## config.mk

```make
export PLATFORM = sky130hd
export DESIGN_NAME = imem_boot_loader
export DESIGN_NICKNAME = d
export VERILOG_FILES = /design/src/rtl/imem_boot_loader.sv
export SDC_FILE = /design/constraint.sdc
export NUM_CORES = 1
export LEC_CHECK = 0
export BUFFER_PORTS_ARGS = -buffer_cell sky130_fd_sc_hd__buf_2
export CAP_MARGIN = 20
export CORE_MARGIN = 2
export CORE_UTILIZATION = 55
export CTS_BUF_LIST = sky130_fd_sc_hd__clkbuf_4 sky130_fd_sc_hd__clkbuf_8
export DETAILED_ROUTE_END_ITERATION = 10
export HOLD_SLACK_MARGIN = 0.15
export PLACE_DENSITY = 0.83
export SETUP_SLACK_MARGIN = 0.15
export SYNTH_ARGS = -nofsm -noshare
export SYNTH_HDL_FRONTEND = slang
export SYNTH_SLANG_ARGS = --single-unit
export TNS_END_PERCENT = 100
```

## constraint.sdc

```tcl
create_clock -name clock -period 1.85 [get_ports clock]
set_clock_uncertainty 0.05 [all_clocks]
set_input_delay 0.0925 -clock clock [delete_from_list [all_inputs] [get_ports clock]]
set_output_delay 0.0925 -clock clock [all_outputs]
set_load 0.05 [all_outputs]
```

## src/rtl/imem_boot_loader.sv

```systemverilog
// imem_boot_loader
//   Fills instruction memory from a framed byte stream before the core runs.
//   Frame: N[15:8], N[7:0], N*BYTES payload bytes (MSB byte of each word
//   first), then one checksum byte equal to the XOR of all payload bytes.
//   The core is held in reset until a complete image with a matching
//   checksum has been written.
//
// Ports
//   clock        system clock, rising edge
//   nreset       synchronous active-low reset
//   in_data      stream byte
//   in_valid     in_data valid this cycle
//   in_ready     byte accepted when in_valid && in_ready
//   mem_addr     instruction memory write address (holds last written)
//   mem_wenable  one-cycle write strobe
//   mem_wvalue   word to write (holds last written)
//   cpu_nreset   active-low core reset, released after a verified load
//   load_done    image loaded and verified (sticky)
//   load_error   framing or checksum failure (sticky)
//   words_loaded number of words written so far
module imem_boot_loader #(
    parameter int ADDR_WIDTH = 8,
    parameter int DATA_WIDTH = 16
) (
    input  logic                  clock,
    input  logic                  nreset,
    input  logic [7:0]            in_data,
    input  logic                  in_valid,
    output logic                  in_ready,
    output logic [ADDR_WIDTH-1:0] mem_addr,
    output logic                  mem_wenable,
    output logic [DATA_WIDTH-1:0] mem_wvalue,
    output logic                  cpu_nreset,
    output logic                  load_done,
    output logic                  load_error,
    output logic [ADDR_WIDTH:0]   words_loaded
);

    localparam int BYTES = DATA_WIDTH / 8;
    localparam int BW    = (BYTES > 1) ? $clog2(BYTES) : 1;
    // Largest legal word count; the image may fill the whole memory.
    localparam logic [32:0] MAX_WORDS = 33'd1 << ADDR_WIDTH;

    typedef enum logic [2:0] {HDR_HI, HDR_LO, PAYLOAD, CHECK, RUN, ERROR} state_t;

    state_t                state_q, state_d;
    logic [15:0]           n_q, n_d;
    logic [BW-1:0]         bcnt_q, bcnt_d;
    logic [7:0]            csum_q, csum_d;
    logic [DATA_WIDTH-1:0] word_q, word_d;
    logic [ADDR_WIDTH-1:0] addr_q, addr_d;
    logic                  wen_q, wen_d;
    logic [DATA_WIDTH-1:0] wval_q, wval_d;
    logic [ADDR_WIDTH:0]   words_q, words_d;

    logic        xfer;
    logic [15:0] hdr_n;
    logic        last_byte;
    logic        last_word;

    assign xfer      = in_valid && in_ready;
    assign hdr_n     = {n_q[15:8], in_data};
    assign last_byte = (bcnt_q == BW'(BYTES - 1));
    // words_q still holds the pre-increment count while the final byte lands.
    assign last_word = ((33'(words_q) + 33'd1) == 33'(n_q));

    // State register
    always_ff @(posedge clock) begin
        if (!nreset) state_q <= HDR_HI;
        else         state_q <= state_d;
    end

    // Next-state logic
    always_comb begin
        state_d = state_q;
        case (state_q)
            HDR_HI:  if (xfer) state_d = HDR_LO;
            HDR_LO: begin
                if (xfer) begin
                    if (33'(hdr_n) > MAX_WORDS) state_d = ERROR;
                    else if (hdr_n == 16'd0)    state_d = CHECK;
                    else                        state_d = PAYLOAD;
                end
            end
            PAYLOAD: if (xfer && last_byte && last_word) state_d = CHECK;
            CHECK:   if (xfer) state_d = (in_data == csum_q) ? RUN : ERROR;
            default: ;
        endcase
    end

    // Outputs decoded from the registered state
    always_comb begin
        in_ready   = nreset && (state_q == HDR_HI || state_q == HDR_LO ||
                                state_q == PAYLOAD || state_q == CHECK);
        cpu_nreset = (state_q == RUN);
        load_done  = (state_q == RUN);
        load_error = (state_q == ERROR);
    end

    // Datapath: header capture, word assembly, checksum, write port
    always_comb begin
        n_d     = n_q;
        bcnt_d  = bcnt_q;
        csum_d  = csum_q;
        word_d  = word_q;
        addr_d  = addr_q;
        wen_d   = 1'b0;
        wval_d  = wval_q;
        words_d = words_q;
        if (xfer) begin
            case (state_q)
                HDR_HI: n_d[15:8] = in_data;
                HDR_LO: n_d[7:0]  = in_data;
                PAYLOAD: begin
                    word_d = (word_q << 8) | DATA_WIDTH'(in_data);
                    csum_d = csum_q ^ in_data;
                    if (last_byte) begin
                        bcnt_d  = '0;
                        wen_d   = 1'b1;
                        wval_d  = word_d;
                        addr_d  = words_q[ADDR_WIDTH-1:0];
                        words_d = words_q + 1'b1;
                    end else begin
                        bcnt_d = bcnt_q + 1'b1;
                    end
                end
                default: ;
            endcase
        end
    end

    always_ff @(posedge clock) begin
        if (!nreset) begin
            n_q     <= '0;
            bcnt_q  <= '0;
            csum_q  <= '0;
            word_q  <= '0;
            addr_q  <= '0;
            wen_q   <= 1'b0;
            wval_q  <= '0;
            words_q <= '0;
        end else begin
            n_q     <= n_d;
            bcnt_q  <= bcnt_d;
            csum_q  <= csum_d;
            word_q  <= word_d;
            addr_q  <= addr_d;
            wen_q   <= wen_d;
            wval_q  <= wval_d;
            words_q <= words_d;
        end
    end

    assign mem_addr     = addr_q;
    assign mem_wenable  = wen_q;
    assign mem_wvalue   = wval_q;
    assign words_loaded = words_q;

endmodule

```

# Yosys cells after proc, flatten, opt, wreduce, memory -nomap -nowiden
# Cells that the tools add are included.
# W data, S select, Z words.
# word_totals
reg_bits	70
in_bits	11
out_inout_bits	38
# op_classes
add_sub_neg	3
n_lt_le_gt_ge	1
eq_ne	11
muxes	10
bitwise_logic	2
n_reduce_logical	16
# ops
operator	n
$eq A10 B16 Y1	1
$gt A16 B9 Y1 const B	1
$logic_not A16 Y1	1
$or A16 B8 Y16	1
$mux W3	5
$pmux W3 S4	1
$add A9 B1 Y10 const B	1
$add A9 B1 Y9 const B	1
$eq A8 B8 Y1	1
$ne A2 B2 Y1 const B	4
$xor A8 B8 Y8	1
$eq A3 B2 Y1 const B	2
$eq A3 B3 Y1 const B	2
$reduce_and A2 Y1	3
$reduce_and A3 Y1	2
$reduce_and A5 Y1	1
$logic_and A1 B1 Y1	4
$mux W1	4
$reduce_bool A4 Y1	1
$eq A3 B1 Y1 const B	1
$logic_not A3 Y1	1
$logic_or A1 B1 Y1	3
$add A1 B1 Y1 const B	1

# Depth between registers and ports, before layout
# Gate-level depths: netlist (run 1).
# logic_depth
ltp_word	10
mapped_depth	7
mapped_depth_nobuf	6

# Worst setup path before layout (run 1)
# Ideal clock, no wire load.
# synth_path
path_kind	register -> output
startpoint	register state_q[1]
endpoint	output load_done
arrival_ns	2.037
slack_ns	-0.329
path_stages_with_launch	4
path_cell_list	dfxtp_1 buf_4 nor3b_1 buf_4
# synth_between
elab_chain_cells	1
# synth_lines
item	line_no	source
start: declaration	46	state_t state_q, state_d;
start signal: assignment	70	else state_q <= state_d;
$eq A3 B3 Y1	n/a	
end: declaration	34	output logic load_done,
# Every way passes these cells.

# Final worst setup path (run 1)
# layout_path
startpoint	register words_q[0], in the netlist words_loaded[0]
endpoint	register state_q[0]
# layout_between
elab_chain_cells	5
# layout_lines
item	line_no	source
start: declaration	54	logic [ADDR_WIDTH:0] words_q, words_d;
start signal: assignment	150	words_q <= words_d;
$add A9 B1 Y10	65	assign last_word = ((33'(words_q) + 33'd1) == 33'(n_q));
$eq A10 B16 Y1	65	
$logic_and A1 B1 Y1	85	PAYLOAD: if (xfer && last_byte && last_word) state_d = CHECK;
$ne A2 B2 Y1 (no source line)	n/a	
$reduce_and A5 Y1 (no source line)	n/a	
# Every way passes these cells.
# A chain may end at the register's enable or synchronous reset.

==> results of run 1 <==
==> power breakdown <==
| group | switching, µW | internal [µW] | leakage, µW |
|---|---|---|---|
| clock network | 588 | 496 | 0.0000855 |
| logic | 120 | 91.0 | 0.000949 |
| registers | 18.5 | 1520 | 0.000570 |
==> worst max-delay path: stages (launching register included) <==
cell	delay (ps)
dfxtp_4	410
ha_4	190
nand3_2	120
or2_2	350
o221ai_1	180
o2111ai_1	140
o21ai_1	130
==> worst max path at each step <==
stage / end / slack [ps] / cells past startpoint
5_1_grt: state_q[0]$_SDFFE_PN0P_ / 140 / 6
3_5_place_dp: state_q[0]$_SDFFE_PN0P_ / 140 / 6
3_3_place_gp: state_q[2]$_SDFFE_PN0P_ / 150 / 5
4_1_cts: state_q[0]$_SDFFE_PN0P_ / 180 / 6
6_report: state_q[0]$_SDFFE_PN0P_ / 210 / 6
2_1_floorplan: state_q[0]$_SDFFE_PN0P_ / 170 / 6
==> timing repair <==
| action | 4_1_cts | 5_1_grt |
|---|---|---|
| hold buffers | 10 | 0 |
| endpoints found under the setup margin | 1 | 19 |
| endpoints found under the hold margin | 31 | 0 |
| resized for setup | 1 | 4 |
==> layout make-up <==
type | instances | area [µm²] | share of cell area [%]
multi-input cells | 274 | 1650 | 43.6
flip-flops and latches | 70 | 1420 | 37.6
repair buffers | 69 | 423 | 11.2
clock buffers | 10 | 131 | 3.48
well taps | 72 | 90.1 | 2.39
clock inverters | 6 | 38.8 | 1.03
inverters | 6 | 22.5 | 0.597
==> through the flow <==
stage	area [µm²]	hold slack, ps	total power (µW)	worst slack [ps]	util [%]
CTS	3750	237	2830	182	67.8
floorplan	3200	141	1700	173	-
detailed placement	3470	357	1760	143	62.7
finish	3770	243	2830	211	68.1
global placement	3470	346	1760	148	62.7
global route	3770	244	2920	143	68.1
==> logic make-up after synthesis <==
group / share of synthesized area (%)
flops: 44.2
mux: 2.52
simple gates: 30.0
fa+ha+maj: 0.394
compound gates: 11.3
buf+inv: 5.01
xor+xnor: 6.63
==> flip-flops by register name, summed over array words and instances, names as in the netlist <==
| name | cells |
|---|---|
| n_q | 16 |
| word_q | 8 |
| words_loaded | 9 |
| mem_wenable | 1 |
| mem_wvalue | 16 |
| mem_addr | 8 |
| bcnt_q | 1 |
| csum_q | 8 |
| state_q | 3 |
==> routing by layer <==
metal  vias to the layer above  wire length (µm)  track usage (%)
met3                        15               345             4.07
met4                         0               151             13.2
met2                        72              3400             38.5
met5                         -                 0                0
met1                      1306              3330             30.2
li1                       1381                 -                -
==> cell usage in the layout (no fill, tap or decap), drive strengths merged, types with 2 or more instances in the layout <==
| master | instances |
|---|---|
| dfxtp | 70 |
| nor3 | 8 |
| nor4 | 5 |
| inv | 6 |
| xor2 | 4 |
| nand2 | 82 |
| clkbuf | 10 |
| buf | 59 |
| o21ai | 14 |
| a21boi | 17 |
| or3 | 2 |
| clkinv | 4 |
| xnor2 | 20 |
| nand3b | 2 |
| and3 | 3 |
| and4b | 2 |
| o31ai | 3 |
| nand4 | 4 |
| nand3 | 33 |
| and3b | 3 |
| a21oi | 9 |
| nor2b | 18 |
| clkinvlp | 2 |
| dlygate4sd3 | 10 |
| and2 | 12 |
| mux2i | 8 |
| nor2 | 9 |
==> impl_metrics.ini, run 1 <==
[outcome]
outcome = finished clean

[pwr]
p_leak_uw = 0.00161
vdd_drop_max_uv = 571
p_per_area_nw_per_um2 = 751

[cells_and_area]
final_cells = 507
drive_gt1_share_pct = 22.1
syn_to_final_growth_pct = 18.9
finalNetCount = 442
antenna_cells = 0
fillers = 475

[setup_path]
r2r_slack_ps = 210
crit_path_end_kind = flop
cp_max_fo = 8
required_ps = 2080
r2r_end = state_q[0]$_SDFFE_PN0P_
r2r-start = words_loaded[0]$_SDFFE_PN0P_
startpoint_type = flop
crit_path_start = words_loaded[0]$_SDFFE_PN0P_
critPathKind = flop to flop
reg2regPathDepth = 6
critical_path_arrival_ps = 1870

[yosys]
yosysSeqAreaShare_pct = 44.2
yosysTopAreaCell = dfxtp_1
synthTopCellsByCount = nand2_1, dfxtp_1, nand3_1, xnor2_1, nor2b_1
synthesis.nets = 387
ys_ff_latch = 70
async_reset_ff_share_pct = 0
synth_top_area_share_pct = 44.2
avgSynthCellArea_um2 = 8.46
synth_edf_count = 0
synth_warnings = 0
netlist_area_um2 = 3170
synth_most_common_cell = nand2_1
ys_types = 50
synth_cells = 375
synth_flop_cell = dfxtp_1
yosys-top-cells-area = dfxtp_1, nand2_1, xnor2_1, nand3_1, a21boi_0

[detailed_routing]
ant_nets = 0
drt_iter0_drc = 133
remaining_drc_errors = 0
dr.pass1.iters = 4
wire_per_inst_um = 14.3
drt-total-wl_um = 7230
vias_per_cell = 5.47
vias = 2774

[clock_network]
cts_max_level = 3
numCtsBuffers = 9
cts_tree = built
cts_sinks = 70
root_buffer = clkbuf_8
clk_latency_ps = 350
clockBufferDepth = 2
postCtsSetupRepairBufs = 0
path_clk_slew_ps = 80

[min_path]
holdPathStages = 3
min_from = nreset
min_to = n_q[0]$_SDFFE_PN0P_
min_path_type = input port to flop

[sta]
drv_slew = 0
hold_viol_final = 0
timing.final.crit_share_pct = 88.6
tns_ps = 0
rsz0062_at_grt = yes
setup_viol = 0
clock.fmax_mhz = 610
layout_min_cycle_time_ps = 1640
slew_headroom_pct = 63.2
worst_pin_slew_ps = 551

[floorplanning]
initial_core_util_pct = 57.2
die_y_um = 79.9
ios = 49
num_rows = 27
die_w_um = 79.9
die_area_um2 = 6390
core_area_um2 = 5540

[placement]
port_buffers = 48
gp_congestion = 0.941
hpwl_um = 4860
place_inst = 481

[global_route]
grt_max_degree = 41
antenna_found_initial = 0
overflow = 0
grt_pass1_vias = 2503
grt_pass1_wl_um = 11800
grt_usage_pct = 23.9

[run]
max_cap_violations = 0
Power figures use the tool's default switching activity.
==> run 2: changes to the inputs <==
==> constraint.sdc (replaced) <==
create_clock -name clock -period 1.85 [get_ports clock]
set_clock_uncertainty 0.05 [all_clocks]
set_input_delay 0.185 -clock clock [delete_from_list [all_inputs] [get_ports clock]]
set_output_delay 0.185 -clock clock [all_outputs]
set_load 0.05 [all_outputs]
==> run 2 against run 1 <==
Effect of this change: die area unchanged; worst setup slack improved by 10 ps; count of clock-buffer cells in the layout decreased by 1; non-clock buffer count increased by 5; first-iteration DRC count decreased by 20%; sequential power about the same; clock power increased by 31%; combinational power increased by 9%; sequential share of layout area decreased by 1.1 points; largest cell class unchanged.
==> impl_metrics.ini, run 2 (synthesis results as in run 1) <==
[sta]
setup_viol = 0
tns_ps = 0
worst_pin_slew_ps = 541
rsz0062_at_grt = yes
clock.fmax_mhz = 614
slew_headroom_pct = 63.8
hold_ws_ps = 174
drv_slew = 0
layout_min_cycle_time_ps = 1630
hold_viol_final = 0
timing.final.crit_share_pct = 88.1

[placement]
port_buffers = 48
hpwl_um = 5060
postPlaceCellArea_um2 = 3500
gp_congestion = 0.901

[clock_network]
path_clk_slew_ps = 80
cts_max_level = 3
clk_latency_ps = 360
clockBufferDepth = 2
root_buffer = clkbuf_8
numCtsBuffers = 9
cts_sinks = 70
cts_tree = built

[setup_path]
reg2regPathDepth = 6
r2r_end = state_q[0]$_SDFFE_PN0P_
required_ps = 2090
r2r-start = words_loaded[1]$_SDFFE_PN0P_
startpoint_type = flop
critPathKind = flop to flop
cp_max_fo = 8
r2r_slack_ps = 220
crit_path_end_kind = flop
critical_path_arrival_ps = 1870

[pwr]
p_per_area_nw_per_um2 = 816
p_leak_uw = 0.00166
vdd_drop_max_uv = 521

[global_route]
grt_pass1_vias = 2643
overflow = 0
grt_usage_pct = 26.0
grt_max_degree = 43
antenna_found_initial = 0
grt_pass1_wl_um = 12700

[detailed_routing]
wire_per_inst_um = 14.9
dr.pass1.iters = 4
vias_per_cell = 5.51
drt_iter0_drc = 106
remaining_drc_errors = 0
ant_nets = 0
vias = 2822
drt-total-wl_um = 7630

[cells_and_area]
final_util_pct = 70.4
syn_to_final_growth_pct = 23.0
fillers = 438
final_cell_mix = nand2_1, dfxtp_1, buf_2, nand3_1, xnor2_1
design_area_um2 = 3900
drive_gt1_share_pct = 24.1
seq_area_um2 = 1430
antenna_cells = 0
finalNetCount = 447
final_common_cell = nand2_1
multi_input_area_um2 = 1670

[min_path]
min_to = mem_wvalue[2]$_SDFFE_PN0P_
min_path_type = input port to flop
holdPathStages = 4
min_from = in_data[2]

[floorplanning]
initial_core_util_pct = 57.2
core_area_um2 = 5540
ios = 49
die_w_um = 79.9
num_rows = 27
die_area_um2 = 6390
die_y_um = 79.9

[outcome]
outcome = finished clean

[run]
max_cap_violations = 0
## run 2: repair_timing
action / in CTS / in global routing
pin swaps: 0 / 2
buffers inserted: 0 / 1
endpoints found under the setup margin: 1 / 8
resized for setup: 1 / 12
hold buffers: 11 / 0
endpoints found under the hold margin: 16 / 0
## run 2: worst max-delay path by stage
stage / start / end / slack [ps] / cells after the start
final: words_loaded[1]$_SDFFE_PN0P_ / state_q[0]$_SDFFE_PN0P_ / 220 / 6
after global routing: words_loaded[1]$_SDFFE_PN0P_ / state_q[0]$_SDFFE_PN0P_ / 130 / 6
after CTS: state_q[0]$_SDFFE_PN0P_ / load_error / 160 / 3
after detailed placement: words_loaded[0]$_SDFFE_PN0P_ / state_q[0]$_SDFFE_PN0P_ / 100 / 6
after global placement: words_loaded[0]$_SDFFE_PN0P_ / state_q[0]$_SDFFE_PN0P_ / 200 / 6
after floorplan: state_q[1]$_SDFFE_PN0P_ / load_done / 150 / 3
## run 2: cell type report
class	instances	area share (%)
Sequential cell	70	36.5
Multi-Input combinational cell	274	42.9
Timing Repair Buffer	74	11.9
Clock inverter	7	2.63
Clock buffer	9	3.18
Tap cell	72	2.31
Inverter	6	0.577
## run 2: per-stage QoR
stage	worst slack [ps]	std cells	power [µW]
floorplan	145	375	1700
global placement	197	484	1760
detailed placement	97.8	484	1770
CTS	164	511	3190
global route	129	512	3300
finish	221	512	3180
## run 2: worst max-delay path, cell delays in order, from the launching register on
cell       delay (ps)
dfxtp_4           370
ha_4              190
and3_1            220
a311o_1           380
o221ai_2           70
o2111ai_2         120
o21ai_1           160
## run 2: power breakdown
group | internal (µW) | leakage (µW) | switching (µW)
Combinational | 100 | 0.000981 | 129
Sequential | 1520 | 0.000571 | 18.1
Clock | 777 | 0.000111 | 644
Total | 2390 | 0.00166 | 791
## run 2: layer usage
layer	GRT usage [%]	share of wire, %	wire [µm]
met5	0	0	0
met4	14.1	2.8	217
met3	6.22	5.3	406
met2	41.4	47	3610
met1	32.2	44	3400
